===== config.mk =====
export PLATFORM = sky130hd
export DESIGN_NAME = j17_sequencer
export DESIGN_NICKNAME = d
export VERILOG_FILES = /design/src/rtl/j17_sequencer.sv
export SDC_FILE = /design/constraint.sdc
export NUM_CORES = 1
export LEC_CHECK = 0
export CORE_MARGIN = 3
export CORE_UTILIZATION = 35
export DETAILED_ROUTE_END_ITERATION = 6
export PLACE_DENSITY_LB_ADDON = 0.08
export SLEW_MARGIN = 5
export SYNTH_ARGS = -nofsm -noshare
export SYNTH_HDL_FRONTEND = slang
export SYNTH_SLANG_ARGS = --single-unit

===== constraint.sdc =====
create_clock -name clock -period 1.8 [get_ports clock]
set_input_delay 0.36 -clock clock [delete_from_list [all_inputs] [get_ports clock]]
set_output_delay 0.36 -clock clock [all_outputs]
set_load 0.005 [all_outputs]

===== src/rtl/j17_sequencer.sv =====
// j17_sequencer: multi-cycle fetch/decode/execute/writeback sequencer for the
// J17 core. It decides *when* the datapath enables fire; the combinational
// control unit decides *what* each opcode does. Also evaluates conditional
// jumps, traps HLT / illegal opcodes, watches for fetch timeouts and counts
// retired instructions.
module j17_sequencer #(
   parameter int COUNT_W       = 16,
   parameter int FETCH_TIMEOUT = 255
) (
   input  logic               clock,
   input  logic               reset,
   input  logic               run,
   input  logic [5:0]         opcode,
   input  logic               zf,
   input  logic               cf,
   input  logic               imem_ack,
   output logic               imem_req,
   output logic               ir_load,
   output logic               alu_en,
   output logic               regenable,
   output logic               pc_inc,
   output logic               pc_load,
   output logic               halted,
   output logic               fault,
   output logic               illegal,
   output logic [COUNT_W-1:0] retired,
   output logic [2:0]         state
);

   typedef enum logic [2:0] {
      FETCH     = 3'd0,
      DECODE    = 3'd1,
      EXECUTE   = 3'd2,
      WRITEBACK = 3'd3,
      BRANCH    = 3'd4,
      HALT      = 3'd5
   } state_t;

   // Opcode map
   localparam logic [5:0] OP_ALU_LAST = 6'd14;
   localparam logic [5:0] OP_JMP      = 6'd15;
   localparam logic [5:0] OP_JE       = 6'd16;
   localparam logic [5:0] OP_JB       = 6'd17;
   localparam logic [5:0] OP_JA       = 6'd18;
   localparam logic [5:0] OP_JNE      = 6'd19;
   localparam logic [5:0] OP_JBE      = 6'd20;
   localparam logic [5:0] OP_JAE      = 6'd21;
   localparam logic [5:0] OP_JZ       = 6'd22;
   localparam logic [5:0] OP_JNZ      = 6'd23;
   localparam logic [5:0] OP_MOV      = 6'd24;
   localparam logic [5:0] OP_NOP      = 6'd25;
   localparam logic [5:0] OP_HLT      = 6'd26;

   // The wait counter holds the number of unanswered request cycles already
   // completed; the request cycle that would make it FETCH_TIMEOUT is the
   // last one allowed, and an ack in that same cycle still wins.
   localparam logic [7:0]         WAIT_LAST   = 8'(FETCH_TIMEOUT - 1);
   localparam logic [COUNT_W-1:0] RETIRED_MAX = '1;
   localparam logic [COUNT_W-1:0] RETIRED_ONE = COUNT_W'(1);

   state_t               cur_state;
   state_t               nxt_state;
   logic                 req_q;
   logic                 req_d;
   logic [7:0]           wait_cnt;
   logic [7:0]           wait_d;
   logic                 fault_q;
   logic                 fault_d;
   logic [COUNT_W-1:0]   retired_q;

   function automatic logic is_alu_op(input logic [5:0] op);
      return (op <= OP_ALU_LAST) || (op == OP_MOV);
   endfunction

   function automatic logic is_jump_op(input logic [5:0] op);
      return (op >= OP_JMP) && (op <= OP_JNZ);
   endfunction

   // Branch condition from the flags the ALU left behind after compare.
   function automatic logic jump_taken(input logic [5:0] op, input logic z, input logic c);
      logic t;
      t = 1'b0;
      case (op)
         OP_JMP:        t = 1'b1;
         OP_JE, OP_JZ:  t = z;
         OP_JNE, OP_JNZ: t = ~z;
         OP_JB:         t = c;
         OP_JAE:        t = ~c;
         OP_JA:         t = ~c & ~z;
         OP_JBE:        t = c | z;
         default:       t = 1'b0;
      endcase
      return t;
   endfunction

   // State, fetch request, timeout counter and sticky fault registers.
   always_ff @(posedge clock or negedge reset) begin
      if (!reset) begin
         cur_state <= FETCH;
         req_q     <= 1'b0;
         wait_cnt  <= 8'd0;
         fault_q   <= 1'b0;
      end else begin
         cur_state <= nxt_state;
         req_q     <= req_d;
         wait_cnt  <= wait_d;
         fault_q   <= fault_d;
      end
   end

   // Next-state logic and per-state datapath strobes. Every path that returns
   // to FETCH pre-arms the request from run, so back-to-back instructions
   // need no idle cycle when run stays high.
   always_comb begin
      nxt_state = cur_state;
      req_d     = req_q;
      wait_d    = wait_cnt;
      fault_d   = fault_q;
      ir_load   = 1'b0;
      alu_en    = 1'b0;
      regenable = 1'b0;
      pc_inc    = 1'b0;
      pc_load   = 1'b0;
      halted    = 1'b0;
      illegal   = 1'b0;
      case (cur_state)
         FETCH: begin
            if (req_q) begin
               if (imem_ack) begin
                  ir_load   = 1'b1;
                  req_d     = 1'b0;
                  wait_d    = 8'd0;
                  nxt_state = DECODE;
               end else if (wait_cnt == WAIT_LAST) begin
                  fault_d   = 1'b1;
                  req_d     = 1'b0;
                  wait_d    = 8'd0;
                  nxt_state = HALT;
               end else begin
                  wait_d    = wait_cnt + 8'd1;
               end
            end else begin
               // Acks without an outstanding request are ignored here.
               req_d = run;
            end
         end
         DECODE: begin
            if (is_alu_op(opcode)) begin
               nxt_state = EXECUTE;
            end else if (is_jump_op(opcode)) begin
               nxt_state = BRANCH;
            end else if (opcode == OP_NOP) begin
               pc_inc    = 1'b1;
               req_d     = run;
               nxt_state = FETCH;
            end else if (opcode == OP_HLT) begin
               nxt_state = HALT;
            end else begin
               pc_inc    = 1'b1;
               illegal   = 1'b1;
               req_d     = run;
               nxt_state = FETCH;
            end
         end
         EXECUTE: begin
            alu_en    = 1'b1;
            nxt_state = WRITEBACK;
         end
         WRITEBACK: begin
            regenable = 1'b1;
            pc_inc    = 1'b1;
            req_d     = run;
            nxt_state = FETCH;
         end
         BRANCH: begin
            if (jump_taken(opcode, zf, cf)) begin
               pc_load = 1'b1;
            end else begin
               pc_inc  = 1'b1;
            end
            req_d     = run;
            nxt_state = FETCH;
         end
         HALT: begin
            halted = 1'b1;
            req_d  = 1'b0;
         end
         default: begin
            req_d     = 1'b0;
            nxt_state = FETCH;
         end
      endcase
   end

   // Retired-instruction counter: one per PC update, saturating at all-ones.
   always_ff @(posedge clock or negedge reset) begin
      if (!reset) begin
         retired_q <= '0;
      end else if ((pc_inc || pc_load) && (retired_q != RETIRED_MAX)) begin
         retired_q <= retired_q + RETIRED_ONE;
      end
   end

   assign imem_req = req_q;
   assign fault    = fault_q;
   assign retired  = retired_q;
   assign state    = cur_state;

endmodule

==> impl_metrics.py, run 1 <==
metrics = {
    "synth": {
        "syn-cell-area_um2": 1692,
        "synth.net_count": 201,
        "ys_warn_count": 0,
        "synth_cell_types": 42,
        "yosys.area.top_type": "dfrtp_1",
        "synth_ff_type": "dfrtp_1",
        "synth_edf_count": 0,
        "synth_area_per_cell_um2": 9.095,
        "postSynth.asyncResetShare_pct": 100.0,
        "yosys_register_bits": 29,
        "syn_inst": 186,
        "yosys.area.top_type_share_pct": 42.90,
        "netlist_top_cells_count": "dfrtp_1, nor2_1, nand2_1, xnor2_1, nand3_1",
        "synth.most_common_cell": "dfrtp_1",
        "ys_seq_area_share_pct": 42.90,
        "synthTopCellsByArea": "dfrtp_1, xnor2_1, nor2_1",
    },
    "final_layout": {
        "multi_input_area_um2": 1142,
        "layout.nets": 293,
        "diodes": 0,
        "syn_to_final_growth_pct": 68.93,
        "num-fill-cells": 376,
        "final_layout_size_suffix_gt1_share_pct": 40.50,
        "regArea_um2": 725.7,
    },
    "drt": {
        "drtAntennaViolNets": 0,
        "routedWlPerCell_um": 15.15,
        "vias_per_cell": 5.323,
        "routed_wl_um": 5016,
        "dr.first_iter.drc_count": 82,
        "vias": 1762,
        "route.detailed.drc": 0,
        "first_pass_iters": 4,
    },
    "die": {
        "rows": 24,
        "start_util_pct": 37.56,
        "dieArea_um2": 5703,
        "die_y_um": 75.52,
        "coreArea_um2": 4504,
        "die_w_um": 75.52,
        "ioPinCount": 40,
    },
    "critical_path": {
        "path_max_fanout": 3,
        "reg2reg_from": "state[2]",
        "critPathLaunch": "state[2]",
        "crit_arrival_ns": 1.61,
        "critPathKind": "reg2out",
        "end_kind": "primary output",
        "setup.worst_path.start_class": "flip-flop",
        "cp.required_ns": 1.44,
    },
    "outcome": {
        "violations": "negative setup slack",
        "status": "complete, but fails checks",
    },
    "pwr": {
        "p_leak_nw": 1.288,
        "peakVddDrop_v": 0.0005652,
        "p_total_w": 0.003373,
        "power_density_nw_per_um2": 1180,
    },
    "place": {
        "io_buffers": 39,
        "gp_congestion": 0.8797,
        "dpl.hpwl_um": 3385,
    },
    "cts": {
        "clk_path_buf_depth": 2,
        "cts_tree": "yes",
        "worstSkewPairLatency_ns": 0.28,
        "htreeDepth": 2,
        "cts_made_buffers": 5,
        "cts_sinks": 29,
        "cts_root_buf": "clkbuf_8",
        "clk_pin_slew_ns": 0.07,
        "hold_buffers": 0,
    },
    "global_route": {
        "grt_pass1_vias": 1729,
        "grt_use_total_pct": 17.96,
        "grt_antenna_before_repair": 0,
        "grt_max_degree": 30,
        "grt_pass1_wl_um": 7893,
        "grt_overflow_total": 0,
    },
    "sta": {
        "fin_crit_sh_pct": 109.7,
        "slew_headroom_pct": 63.51,
        "rsz0062_at_grt": "yes",
        "fin_ws_ns": -0.1740,
        "setup_tns_ns": -1.121,
        "hold_viol": 0,
        "skew_ns": 0.01112,
        "fin_crit_ns": 1.974,
        "setup_viol": 15,
        "tightest_slew_ns": 0.5428,
        "fmax_mhz": 506.6,
        "drv_slew": 0,
    },
    "min_path": {
        "min_path_type": "in2async",
    },
    "job": {
        "max_cap_viol_count": 0,
    },
}
-- metal layers --
metal / vias up / global-route usage (%) / wire, µm / part of all wire, %
met3: 10 / 3.430 / 193 / 3.8
li1: 851 / - / - / -
met2: 48 / 29.43 / 2622 / 52
met1: 853 / 23.75 / 2105 / 42
met5: - / 0 / 0 / 0
met4: 0 / 6.214 / 95 / 1.9
-- kinds of logic after synthesis --
family | share of synthesized area (%)
DFF | 42.90
AOI/OAI and AO/OA | 14.72
buffers and inverters | 3.994
adders and majority gates | 2.219
xor gates and xnor gates | 9.320
muxes | 1.257
and+or+nand+nor | 25.59
-- sequential cells by signal, summed over array words and instances (netlist names) --
| name | cells |
|---|---|
| wait_cnt | 8 |
| retired | 16 |
| imem_req | 1 |
| state | 3 |
| fault | 1 |
-- where the power goes --
part           total [W]  internal, W  switching (W)
clock network   0.000517     0.000267       0.000250
logic            0.00191      0.00105       0.000865
registers       0.000945     0.000801       0.000143
-- worst paths after layout --
path	to	slack, ns	cells past startpoint
worst min register to register	fault	0.48	1
worst min-delay path	wait_cnt[0]	0.46	2
worst max register to register	retired[1]	-0.14	6
max in group asynchronous	wait_cnt[3]	1.06	2
worst max-delay path	pc_inc	-0.17	5
min in group clock	fault	0.48	1
-- timing repair --
item / in CTS / in global routing
endpoints found under the setup margin: 24 / 22
resized for setup: 62 / 65
buffers inserted: 4 / 8
pin swaps: 17 / 22
-- placed cells by master (no fill, tap or decap), types with 3 or more instances in the layout --
cell type        count
clkdlybuf4s50_1     23
nand3_1              6
buf_6               15
xor2_1               3
a31oi_1              3
nor2_1              16
buf_2                7
ha_1                 3
clkbuf_2             3
inv_1                7
nand2b_1             3
nand4_1              8
dfrtp_1             29
xnor2_1             11
nor2_2               3
o21ai_1              7
buf_4               37
a211oi_2             3
nor3_1               3
and3_1               5
nand3_4              3
nand2_1             12
a21oi_1              5
clkbuf_8             5
xnor2_2              4
buf_8                3
-- per-stage QoR --
| stage | worst slack [ns] | utilization [%] | instance area (µm²) | cells | hold slack [ns] |
|---|---|---|---|---|---|
| floorplan | 0.03276 | - | 1692 | 186 | 0.06441 |
| global placement | -0.8638 | 53.75 | 2421 | 312 | 0.4571 |
| detailed placement | -0.9345 | 53.75 | 2421 | 312 | 0.4691 |
| CTS | -0.1668 | 57.64 | 2596 | 323 | 0.4694 |
| global route | -0.2380 | 63.44 | 2858 | 331 | 0.4979 |
| finish | -0.1740 | 63.44 | 2858 | 331 | 0.4568 |
-- layout make-up --
type | count | share of cell area (%)
clock buffers | 6 | 2.539
well taps | 52 | 2.277
inverters | 9 | 1.357
clock inverters | 2 | 0.3503
flip-flops and latches | 29 | 25.39
repair buffers | 91 | 28.11
multi-input cells | 142 | 39.97
-- worst max-delay path, cell delays in order (launching register included) --
cell	delay (ns)
dfrtp_1	0.40
or3b_1	0.37
a22o_1	0.24
buf_4	0.15
nor2_2	0.06
buf_2	0.11
Power figures use the tool's default switching activity.
==> run 2, diff against run 1 <==
--- a/config.mk
+++ b/config.mk
@@ -9,7 +9,8 @@
 export CORE_UTILIZATION = 35
 export DETAILED_ROUTE_END_ITERATION = 6
 export PLACE_DENSITY_LB_ADDON = 0.08
-export SLEW_MARGIN = 5
+export SETUP_SLACK_MARGIN = 0.5
+export SLEW_MARGIN = 10
 export SYNTH_ARGS = -nofsm -noshare
 export SYNTH_HDL_FRONTEND = slang
 export SYNTH_SLANG_ARGS = --single-unit
==> run 2 against run 1 <==
The run still ends with negative setup slack left. Non-clock buffer count is 38 higher. Combinational power is 43% higher. Clock skew is 0.0055 ns lower. Critical path depth is 2 higher. Via count is 14% higher. First-iteration DRC count is 7.3% higher. Setup slack worse by 0.018 ns. Final cell count is 11% higher. Count of clock-buffer cells in the layout is 2 higher. Core utilization is 12 points higher. Sequential share of layout area is 4.1 points lower.
==> impl_metrics.py, run 2 (same netlist as run 1, synthesis figures left out) <==
metrics = {
    "outcome": {
        "status": "complete, but fails checks",
        "violations": "negative setup slack",
    },
    "critical_path": {
        "critPathKind": "reg2reg",
        "crit_arrival_ns": 2.15,
        "path_common_cell": "buf_6",
        "crit_path_cell_trace": "or3b_1 -> a22o_1 -> buf_6 -> a41oi_4 -> buf_6 -> nand4_1 -> xnor2_1",
        "cp.required_ns": 1.96,
        "slowest_delay_ns": 0.41,
        "end_kind": "flip-flop",
        "critPathSlowestCell": "dfrtp_1",
        "path_max_fanout": 6,
        "setup.worst_path.start_class": "flip-flop",
    },
    "drt": {
        "dr.first_iter.drc_count": 88,
        "vias_per_cell": 5.450,
        "wl_met1_um": 2570,
        "highest_layer": "met4",
        "first_pass_iters": 4,
        "route.met3.wl_um": 329,
        "routed_wl_um": 6369,
        "wl_met2_um": 3281,
        "routedWlPerCell_um": 17.26,
        "route.detailed.drc": 0,
        "vias": 2011,
        "drtAntennaViolNets": 0,
    },
    "sta": {
        "fin_crit_sh_pct": 110.7,
        "skew_ns": 0.005578,
        "fin_crit_ns": 1.992,
        "slew_headroom_pct": 64.93,
        "fin_hold_ws_ns": 0.4667,
        "hold_viol": 0,
        "tightest_slew_ns": 0.5217,
        "setup_viol": 19,
        "fin_ws_ns": -0.1922,
        "fmax_mhz": 501.9,
        "drv_slew": 0,
        "rsz0062_at_grt": "yes",
    },
    "place": {
        "gp_congestion": 0.9557,
        "post-place-ws_ns": -0.9836,
        "dpl.hpwl_um": 3375,
        "dp_cells": 305,
        "place_area_um2": 2419,
        "io_buffers": 39,
    },
    "global_route": {
        "grt_overflow_total": 0,
        "grt_pass1_wl_um": 9597,
        "grt_antenna_before_repair": 0,
        "grt_use_total_pct": 22.06,
        "grt_max_degree": 30,
        "grt_pass1_vias": 1978,
    },
    "cts": {
        "clk_path_buf_depth": 2,
        "htreeDepth": 2,
        "cts_sinks": 29,
        "cts_made_buffers": 5,
        "cts_tree": "yes",
        "hold_buffers": 0,
        "worstSkewPairLatency_ns": 0.28,
        "clk_pin_slew_ns": 0.06,
        "cts_root_buf": "clkbuf_8",
    },
    "pwr": {
        "p_int_w": 0.002593,
        "clkPwrFrac_pct": 12.5,
        "switching_share_pct": 38.32,
        "combPwrFrac_pct": 64.9,
        "p_sw_w": 0.001611,
        "p_leak_nw": 1.572,
        "power_density_nw_per_um2": 1230,
        "seqPwrFrac_pct": 22.6,
        "peakVddDrop_v": 0.0009700,
        "p_total_w": 0.004204,
    },
    "job": {
        "max_cap_viol_count": 0,
    },
    "final_layout": {
        "largest_register_ff_count": 16,
        "design_area_um2": 3417,
        "layoutNonFillerInstCount": 369,
        "final_common_cell": "buf_6",
        "diodes": 0,
        "layout.nets": 331,
        "syn_to_final_growth_pct": 102.0,
        "most-common-layout-cells": "buf_6, buf_4, dfrtp_1, buf_2, nor2_1",
        "final_layout_size_suffix_gt1_share_pct": 59.62,
    },
    "die": {
        "rows": 24,
        "die_w_um": 75.52,
        "start_util_pct": 37.56,
        "ioPinCount": 40,
        "dieArea_um2": 5703,
        "die_y_um": 75.52,
        "coreArea_um2": 4504,
    },
    "min_path": {
        "min_path_type": "in2async",
    },
}
==> run 2: changes by cell type in the layout (fill, tap and decap cells not counted), moves of 3 or more <==
cell / before / now
nor2_1: 16 / 12
a21oi_2: 2 / 5
buf_4: 37 / 42
clkdlybuf4s50_1: 23 / 3
a21oi_1: 5 / 1
buf_6: 15 / 61
buf_2: 7 / 13
==> run 2: worst max-delay path: cells and delay by family, from the launching register on <==
kind,cells,cell delay (ns)
XOR/XNOR,1,0.17
buffers and inverters,2,0.33
AND/OR/NAND/NOR,2,0.52
flip-flops,1,0.41
AO/OA/AOI/OAI,2,0.45
==> run 2: final cells by class <==
type                            count  area, µm²
Multi-Input combinational cell    142       1289
Timing Repair Buffer              129       1220
Fill cell                         271       1087
Sequential cell                    29      726.9
Clock buffer                        8      80.08
Tap cell                           52      65.06
Inverter                            9      36.28
==> run 2: path summary, 6_finish.rpt <==
check	from	to	slack, ns	cells after the start
max reg2reg	state[1]	retired[4]	-0.19	7
max in group asynchronous	reset	imem_req	1.03	2
min reg2reg	fault	fault	0.56	2
min in group clock	fault	fault	0.56	2
max	state[1]	retired[4]	-0.19	7
min	reset	wait_cnt[0]	0.47	2
==> run 2: what timing repair did <==
item | CTS | global route
resized for setup | 221 | 48
setup endpoints to repair | 57 | 51
pin swaps | 42 | 25
cloned | 1 | 0
setup buffers | 44 | 11
==> run 2: through the flow <==
step | setup TNS (ns) | utilization, %
3_5_place_dp | -11.80 | 53.69
4_1_cts | -1.280 | 68.83
5_1_grt | -3.356 | 75.86
6_report | -1.945 | 75.86
3_3_place_gp | -11.00 | 53.69
2_1_floorplan | 0 | -
==> run 2: power by group through the flow <==
stage / Sequential (W) / Clock, W / Combinational (W)
2_1_floorplan: 0.000965 / 0 / 0.000766
3_3_place_gp: 0.000957 / 0 / 0.00145
6_report: 0.000950 / 0.000524 / 0.00273
4_1_cts: 0.000927 / 0.000527 / 0.00233
3_5_place_dp: 0.000962 / 0 / 0.00148
5_1_grt: 0.000965 / 0.000561 / 0.00290
==> run 2: metal layers <==
metal  track usage (%)  vias to the layer above
li1                  -                      931
met1             27.10                      977
met2             37.01                       78
met5                 0                        -
met4             8.738                        0
met3             5.541                       25
==> run 3, diff against run 2 <==
--- a/config.mk
+++ b/config.mk
@@ -5,8 +5,10 @@
 export SDC_FILE = /design/constraint.sdc
 export NUM_CORES = 1
 export LEC_CHECK = 0
+export CAP_MARGIN = 20
 export CORE_MARGIN = 3
 export CORE_UTILIZATION = 35
+export CTS_BUF_LIST = sky130_fd_sc_hd__clkbuf_8
 export DETAILED_ROUTE_END_ITERATION = 6
 export PLACE_DENSITY_LB_ADDON = 0.08
 export SETUP_SLACK_MARGIN = 0.5
==> run 3 against run 2 <==
The run still ends with negative setup slack left. Clock power shrank 3%. Die area is the same. First-iteration DRC count grew 20%. Wire length shrank 0.35%. Core utilization is the same. Highest routed layer unchanged. Non-clock buffer count is the same. Sequential power is essentially flat.
==> impl_metrics.py, run 3 (same netlist as run 1, synthesis figures left out) <==
metrics = {
    "cts": {
        "cts_made_buffers": 5,
        "clk_path_buf_depth": 2,
        "htreeDepth": 2,
        "cts_sinks": 29,
        "worstSkewPairLatency_ns": 0.28,
        "cts_root_buf": "clkbuf_8",
        "clk_pin_slew_ns": 0.06,
        "cts_tree": "yes",
        "hold_buffers": 0,
    },
    "die": {
        "ioPinCount": 40,
        "rows": 24,
        "coreArea_um2": 4504,
        "start_util_pct": 37.56,
        "dieArea_um2": 5703,
        "die_w_um": 75.52,
        "die_y_um": 75.52,
    },
    "sta": {
        "fin_ws_ns": -0.1942,
        "slew_headroom_pct": 64.93,
        "skew_ns": 0.005563,
        "drv_slew": 0,
        "fin_crit_ns": 1.994,
        "hold_viol": 0,
        "fin_hold_ws_ns": 0.4660,
        "setup_tns_ns": -1.954,
        "fin_crit_sh_pct": 110.8,
        "rsz0062_at_grt": "yes",
        "setup_viol": 19,
        "tightest_slew_ns": 0.5217,
        "fmax_mhz": 501.4,
    },
    "final_layout": {
        "most-common-layout-cells": "buf_6, buf_4, dfrtp_1, buf_2, nor2_1",
        "final_common_cell": "buf_6",
        "largest_register_ff_count": 16,
        "diodes": 0,
        "syn_to_final_growth_pct": 102.0,
        "multi_input_area_um2": 1289,
        "regArea_um2": 726.9,
        "num-fill-cells": 269,
        "fin_util_pct": 75.86,
        "final_layout_size_suffix_gt1_share_pct": 59.62,
        "layout.nets": 331,
    },
    "pwr": {
        "power_density_nw_per_um2": 1226,
        "peakVddDrop_v": 0.0009683,
        "p_leak_nw": 1.585,
        "p_total_w": 0.004188,
    },
    "outcome": {
        "status": "complete, but fails checks",
        "violations": "negative setup slack",
    },
    "global_route": {
        "grt_max_degree": 30,
        "grt_overflow_total": 0,
        "grt_use_total_pct": 22.06,
        "grt_antenna_before_repair": 0,
        "grt_pass1_vias": 1978,
        "grt_pass1_wl_um": 9597,
    },
    "critical_path": {
        "cp.required_ns": 1.96,
        "end_kind": "flip-flop",
        "critPathKind": "reg2reg",
        "critPathSlowestCell": "dfrtp_1",
        "path_max_fanout": 6,
        "reg2reg_from": "state[1]",
        "setup.worst_path.start_class": "flip-flop",
        "reg2reg_to": "retired[4]",
        "path_common_cell": "buf_6",
        "reg2reg_depth": 7,
        "crit_arrival_ns": 2.15,
        "slowest_delay_ns": 0.41,
        "crit_family": "simple AND/OR/NAND/NOR gates",
        "critPathBufInv": 2,
        "r2r_slack_ns": -0.19,
        "crit_path_cell_trace": "or3b_1 -> a22o_1 -> buf_6 -> a41oi_4 -> buf_6 -> nand4_1 -> xnor2_1",
    },
    "min_path": {
        "min_path_type": "in2async",
    },
    "place": {
        "dpl.hpwl_um": 3375,
        "io_buffers": 39,
        "gp_congestion": 0.9557,
    },
    "drt": {
        "vias_per_cell": 5.428,
        "route.detailed.drc": 0,
        "drtAntennaViolNets": 0,
        "vias": 2003,
        "first_pass_iters": 4,
        "routed_wl_um": 6347,
        "routedWlPerCell_um": 17.20,
        "dr.first_iter.drc_count": 106,
    },
    "job": {
        "max_cap_viol_count": 0,
    },
}
## run 3: worst max-delay path by stage
stage / depth (start not counted) / slack, ns / end / from
after floorplan: 6 / 0.09 / retired[4] / state[0]
after CTS: 8 / -0.21 / pc_load / opcode[2]
after global placement: 7 / -0.97 / pc_load / opcode[2]
final: 7 / -0.19 / retired[4] / state[1]
after global routing: 7 / -0.27 / retired[5] / state[1]
after detailed placement: 7 / -0.98 / pc_load / opcode[2]
## run 3: power by group
part	total, W	switching (W)	internal, W
logic	0.00273	0.00121	0.00152
clock network	0.000508	0.000251	0.000257
registers	0.000950	0.000146	0.000803
## run 3: stage by stage
stage	instance area (µm²)	std cells	setup WS (ns)
2_1_floorplan	1773	186	0.09269
3_3_place_gp	2419	305	-0.9688
3_5_place_dp	2419	305	-0.9836
4_1_cts	3107	358	-0.2143
5_1_grt	3417	369	-0.2706
6_report	3417	369	-0.1942
## run 3: timing repair
item / CTS / global route
pin swaps: 42 / 25
setup endpoints to repair: 57 / 51
cloned: 1 / 0
setup buffers: 44 / 11
resized for setup: 222 / 47
## run 3: metal layers
layer  part of all wire (%)  routed length [µm]  GRT usage [%]
met1                     41                2577          27.10
met2                     52                3270          37.01
met3                    4.9                 310          5.541
met4                    3.0                 188          8.738
met5                      0                   0              0
## run 3: worst register-to-register path: cells and delay by family, from the launching register on
family	cells	cell delay (ns)
and+or+nand+nor	2	0.52
xor gates and xnor gates	1	0.17
AOI/OAI and AO/OA	2	0.45
buffers and inverters	2	0.33
DFF	1	0.41
## run 3: cell type report
type,instances,share of cell area [%]
clock buffer,5,2.014
clock inverter,3,0.3295
inverter,9,1.062
multi-input combinational,142,37.72
sequential,29,21.27
tap,52,1.904
timing repair buffer,129,35.70
